$ cat config.mk
export PLATFORM = sky130hd
export DESIGN_NAME = prach_dec_pack
export DESIGN_NICKNAME = d
export VERILOG_FILES = /design/src/rtl/prach_dec_pack.sv
export SDC_FILE = /design/constraint.sdc
export NUM_CORES = 1
export LEC_CHECK = 0
export ABC_CLOCK_PERIOD_IN_PS = 2800
export CORE_MARGIN = 1.5
export CORE_UTILIZATION = 55
export CTS_CLUSTER_SIZE = 40
export DETAILED_ROUTE_END_ITERATION = 8
export PLACE_DENSITY_LB_ADDON = 0.25
export SETUP_SLACK_MARGIN = 0.4
export SLEW_MARGIN = 10
export SYNTH_ARGS = -nofsm -noshare
export SYNTH_HDL_FRONTEND = slang
export SYNTH_SLANG_ARGS = --single-unit
$ cat constraint.sdc
create_clock -name clk -period 2.8 [get_ports clk]
set_input_delay 0.56 -clock clk [delete_from_list [all_inputs] [get_ports clk]]
set_output_delay 0.56 -clock clk [all_outputs]
set_load 0.02 [all_outputs]
$ cat src/rtl/prach_dec_pack.sv
// prach_dec_pack: polyphase packer between two half-band decimator stages.
// Pairs consecutive samples of each TDM channel into even/odd phases
// (dp1 = earlier, dp2 = later). The pairing phase and the held even sample
// are kept per channel, and one global flag remembers a pending frame sync.
module prach_dec_pack #(
  parameter int NUM_CHN = 8
) (
  input  logic             clk,
  input  logic             rst_n,
  input  logic [1:0][15:0] din_dq,
  input  logic             din_dv,
  input  logic [7:0]       din_chn,
  input  logic             sync_in,
  output logic [1:0][15:0] dout_dp1,
  output logic [1:0][15:0] dout_dp2,
  output logic             dout_dv,
  output logic [7:0]       dout_chn,
  output logic             sync_out
);

  localparam int CW = (NUM_CHN > 1) ? $clog2(NUM_CHN) : 1;

  // Per-channel pairing state plus the global pending-sync flag.
  logic [NUM_CHN-1:0]       phase_q, phase_d;
  logic [NUM_CHN-1:0][31:0] hold_q, hold_d;
  logic                     sync_pend_q, sync_pend_d;

  // Registered output stage.
  logic [31:0] dp1_q, dp1_d;
  logic [31:0] dp2_q, dp2_d;
  logic        dv_q, dv_d;
  logic [7:0]  chn_q, chn_d;
  logic        sync_out_q, sync_out_d;

  logic          legal_s;
  logic [CW-1:0] idx_s;

  // Channel tags at or above NUM_CHN are dropped; the compare is done one bit
  // wider so that NUM_CHN = 256 still accepts every 8-bit tag.
  assign legal_s = din_dv && ({1'b0, din_chn} < 9'(NUM_CHN));
  assign idx_s   = din_chn[CW-1:0];

  // Next-state: sync clears all phases and takes priority over completing a
  // pair; otherwise an accepted sample either fills the hold or emits a pair.
  always_comb begin
    phase_d     = phase_q;
    hold_d      = hold_q;
    sync_pend_d = sync_pend_q;
    dp1_d       = dp1_q;
    dp2_d       = dp2_q;
    chn_d       = chn_q;
    dv_d        = 1'b0;
    sync_out_d  = 1'b0;
    if (sync_in) begin
      phase_d     = '0;
      sync_pend_d = 1'b1;
      if (legal_s) begin
        hold_d[idx_s]  = din_dq;
        phase_d[idx_s] = 1'b1;
      end else begin
        hold_d = hold_q;
      end
    end else if (legal_s) begin
      if (!phase_q[idx_s]) begin
        hold_d[idx_s]  = din_dq;
        phase_d[idx_s] = 1'b1;
      end else begin
        dp1_d          = hold_q[idx_s];
        dp2_d          = din_dq;
        chn_d          = din_chn;
        dv_d           = 1'b1;
        sync_out_d     = sync_pend_q;
        sync_pend_d    = 1'b0;
        phase_d[idx_s] = 1'b0;
      end
    end else begin
      phase_d = phase_q;
    end
  end

  // State and output registers, cleared asynchronously on reset.
  always_ff @(posedge clk or negedge rst_n) begin
    if (!rst_n) begin
      phase_q     <= '0;
      hold_q      <= '0;
      sync_pend_q <= 1'b0;
      dp1_q       <= 32'd0;
      dp2_q       <= 32'd0;
      chn_q       <= 8'd0;
      dv_q        <= 1'b0;
      sync_out_q  <= 1'b0;
    end else begin
      phase_q     <= phase_d;
      hold_q      <= hold_d;
      sync_pend_q <= sync_pend_d;
      dp1_q       <= dp1_d;
      dp2_q       <= dp2_d;
      chn_q       <= chn_d;
      dv_q        <= dv_d;
      sync_out_q  <= sync_out_d;
    end
  end

  assign dout_dp1 = dp1_q;
  assign dout_dp2 = dp2_q;
  assign dout_dv  = dv_q;
  assign dout_chn = chn_q;
  assign sync_out = sync_out_q;

endmodule

==> metrics <==
standard cell core area=0.0252 mm²; DR top layer=met4; CTS HTree Levels=2; Crit path required time=3.19 ns; number of remaining DRC errors=0; most frequent cell on the critical path=sky130_fd_sc_hd__buf_12; Worst Clk Skew=0.0182 ns; total congestion overflow=0; quantity of I/O buffers inserted on ports=117; met3 wirelength from detailed routing=1340 µm; library cell contributing the largest single delay on the critical path=sky130_fd_sc_hd__or4b_4; final hold violation count=15; summed instance area of the synthesized netlist=0.0141 mm²; flip-flop and latch area=0.00848 mm²; y dimension of the die=163 µm; number of violations of the max-capacitance limit=0; Synth top area share=60.2%; area of combinational cells with multiple inputs=0.00515 mm²; crit share post-route=85.6%; initial antenna violation count=0; global-route usage over all layers=25.9%; Cell variety after synth=27; worst slack on hold paths=-0.0211 ns; M1 wire length=15,400 µm; Iter 0 DRT Violations=592; boundary pin count=118; sum of met2 wire segment lengths after detailed routing=16,100 µm; wire length of the first global-routing pass=52,800 µm; Area contributors post-synth=sky130_fd_sc_hd__dfrtp_1, sky130_fd_sc_hd__mux2_2, sky130_fd_sc_hd__mux2_1; Clock Pin Slew Worst Setup and Hold Paths=0.06 ns; routability cong.=0.795; die outline width=163 µm; violated checks=negative hold slack; post-detailed-placement half-perimeter wirelength=20,100 µm; Worst Setup Start Kind=primary input; effective utilization at floorplan=55.9%; number of nets with antenna violations after routing=0; proportion of synthesized chip area in sequential cells=60.2%; cell type with the highest aggregate area in the netlist=sky130_fd_sc_hd__dfrtp_1; antenna cells=0; setup repair after global routing missed its margin=true; max_slew headroom=60.7%; Critical Path End Type=flip-flop; min cycle time layout=2.40 ns; sinks on the clock net=339; CTS tree=done; number of nets in the layout=1,155; crit-path cells=clkdlybuf4s50_1, or4b_4, nor3_4, buf_12, nand2_1, nor2b_4, buf_12, clkbuf_16, mux2_2; number of warnings reported in the yosys synthesis log=0; count of hold-fix buffers inserted at cts=0; number of instances in the synthesized netlist=949; detail-routed net length per standard cell=22.8 µm; TritonCTS Buffers=36; filler instances=1,767; cell chosen for the clock root=sky130_fd_sc_hd__clkbuf_16; worst-skew pair later-pin latency=0.51 ns; die area=0.0266 mm²; via count=8,819; Worst IR Drop VDD=0.000620 V; total leakage power=0.00827 µW; power density cells=597 mW/mm²; average via count per standard cell=6.04; slew at the pin closest to its max-slew limit=0.587 ns; flop and latch count out of synthesis=339; via count of the first global-routing pass=9,201; final setup violating endpoints=0; 1st-pass router iterations=5; Net Count, Synth=993; Critical Path Max Stage Delay=0.54 ns; max-slew violation count=0; Post-Syn Area per Cell=14.8 µm²; total cell area at the placement stage=0.0161 mm²; pin count of the biggest net entering global routing=86; kind of path behind the tightest hold check=in2async; f_max=0.417 GHz; type of the worst setup path=in2reg; layout overhead on the synthesized area=23.1%; post-detailed-routing wire length=33,300 µm; status=finished with violations; Post-Layout Inst Area=0.0173 mm²; buffer levels on the longest clock path=3; worst path arrival time=2.78 ns; critical path peak fanout=12; fraction of layout instances using a drive strength above 1=34.9%; slack of the worst reg-to-reg path=0.87 ns; FP Rows=58
==> Yosys cell counts <==
library cell and count:
sky130_fd_sc_hd__nand2b_1 2, sky130_fd_sc_hd__nor3_4 1, sky130_fd_sc_hd__and2_1 1, sky130_fd_sc_hd__buf_2 8
sky130_fd_sc_hd__clkinv_1 1, sky130_fd_sc_hd__o21ai_1 1, sky130_fd_sc_hd__buf_4 15, sky130_fd_sc_hd__buf_6 25
sky130_fd_sc_hd__a31o_2 8, sky130_fd_sc_hd__or4b_4 1, sky130_fd_sc_hd__clkbuf_1 23, sky130_fd_sc_hd__o211a_1 1
sky130_fd_sc_hd__dfrtp_1 339, sky130_fd_sc_hd__o32ai_2 1, sky130_fd_sc_hd__and3_1 6, sky130_fd_sc_hd__a221oi_1 64
sky130_fd_sc_hd__nor2b_1 7, sky130_fd_sc_hd__inv_1 2, sky130_fd_sc_hd__nor3_1 2, sky130_fd_sc_hd__o22ai_1 1
sky130_fd_sc_hd__a22o_1 64, sky130_fd_sc_hd__mux2_2 237, sky130_fd_sc_hd__nor2_1 40, sky130_fd_sc_hd__nand2_1 9
sky130_fd_sc_hd__mux2i_1 4, sky130_fd_sc_hd__mux2_1 54, sky130_fd_sc_hd__a31oi_1 32
==> metal layers <==
layer | global-route usage, % | up-vias
met5 | 0 | -
met4 | 6.13 | 0
met3 | 3.25 | 43
met2 | 41.7 | 201
met1 | 37.7 | 4689
li1 | - | 3886
==> critical path: cells and delay by family <==
kind | cells | cell delay (ns)
and+or+nand+nor | 4 | 1.01
muxes | 1 | 0.34
buffers and inverters | 4 | 0.87
==> report_power, final <==
| group | total (µW) | switching [µW] | internal (µW) |
|---|---|---|---|
| registers | 5170 | 91.9 | 5080 |
| clock network | 4600 | 1890 | 2710 |
| logic | 581 | 321 | 259 |
==> path summary, 6_finish.rpt <==
path | startpoint | to | cells past startpoint
max in group asynchronous | rst_n | hold_q[225] | 2
worst min register to register | dout_dp2[30] | dout_dp2[30] | 1
worst max register to register | flip-flop | hold_q[172] | 7
worst min-delay path | rst_n | hold_q[3] | 1
min in group clk | dout_dp2[30] | dout_dp2[30] | 1
worst max-delay path | din_chn[4] | hold_q[244] | 9
==> metrics by stage <==
| stage | TNS, ns | total power (µW) | setup slack (ns) | util [%] | cells |
|---|---|---|---|---|---|
| 6_report | 0 | 10400 | 0.405 | 68.8 | 1461 |
| 5_1_grt | 0 | 10700 | 0.386 | 68.8 | 1461 |
| 4_1_cts | 0 | 10400 | 0.405 | 68.5 | 1457 |
| 3_5_place_dp | -6.10 | 5840 | -0.103 | 64.0 | 1399 |
| 3_3_place_gp | -5.35 | 5810 | -0.0780 | 64.0 | 1399 |
| 2_1_floorplan | 0 | 5470 | 0.499 | - | 949 |
==> flip-flops by register name, indices dropped and copies added, names as in the netlist, named ones only <==
name and count:
sync_out 1, dout_chn 8, dout_dv 1, sync_pend_q 1, dout_dp2 32, hold_q 256, dout_dp1 32
==> logic make-up (layout without fill, tap and decap cells) <==
kind of cell           after synthesis  after routing  share of synthesized area [%]
AO/OA/AOI/OAI                      172            172                           10.1
buffers and inverters               74            256                           3.78
flip-flops                         339            339                           60.2
AND/OR/NAND/NOR                     69             69                           2.30
multiplexers                       295            295                           23.5
==> layout by cell type (no fill, tap or decap), types with 3 or more instances in the layout <==
cell,instances
sky130_fd_sc_hd__clkbuf_1,7
sky130_fd_sc_hd__nor2b_1,5
sky130_fd_sc_hd__nor2_4,6
sky130_fd_sc_hd__clkbuf_8,4
sky130_fd_sc_hd__a31o_2,8
sky130_fd_sc_hd__buf_4,47
sky130_fd_sc_hd__a22o_1,64
sky130_fd_sc_hd__dfrtp_1,339
sky130_fd_sc_hd__a221oi_1,64
sky130_fd_sc_hd__nor2_1,34
sky130_fd_sc_hd__mux2_1,54
sky130_fd_sc_hd__a31oi_1,32
sky130_fd_sc_hd__clkdlybuf4s50_1,116
sky130_fd_sc_hd__clkinv_2,3
sky130_fd_sc_hd__nand2_1,9
sky130_fd_sc_hd__and3_2,6
sky130_fd_sc_hd__mux2_2,237
sky130_fd_sc_hd__mux2i_1,4
sky130_fd_sc_hd__clkbuf_16,39
sky130_fd_sc_hd__buf_12,27
==> cell type report <==
class                   instances  area share (%)
repair buffers                195            12.4
clock inverters                10           0.715
well taps                     330            2.38
inverters                       3          0.0650
flip-flops and latches        339            48.9
multi-input cells             536            29.7
clock buffers                  48            5.81
==> what timing repair did <==
| item | CTS | global route |
|---|---|---|
| gates resized for setup | 0 | 1 |
| hold endpoints to repair | 0 | 0 |
| endpoints found under the setup margin | 0 | 19 |
| buffers inserted | 0 | 1 |
(Power assumes the default switching activity.)
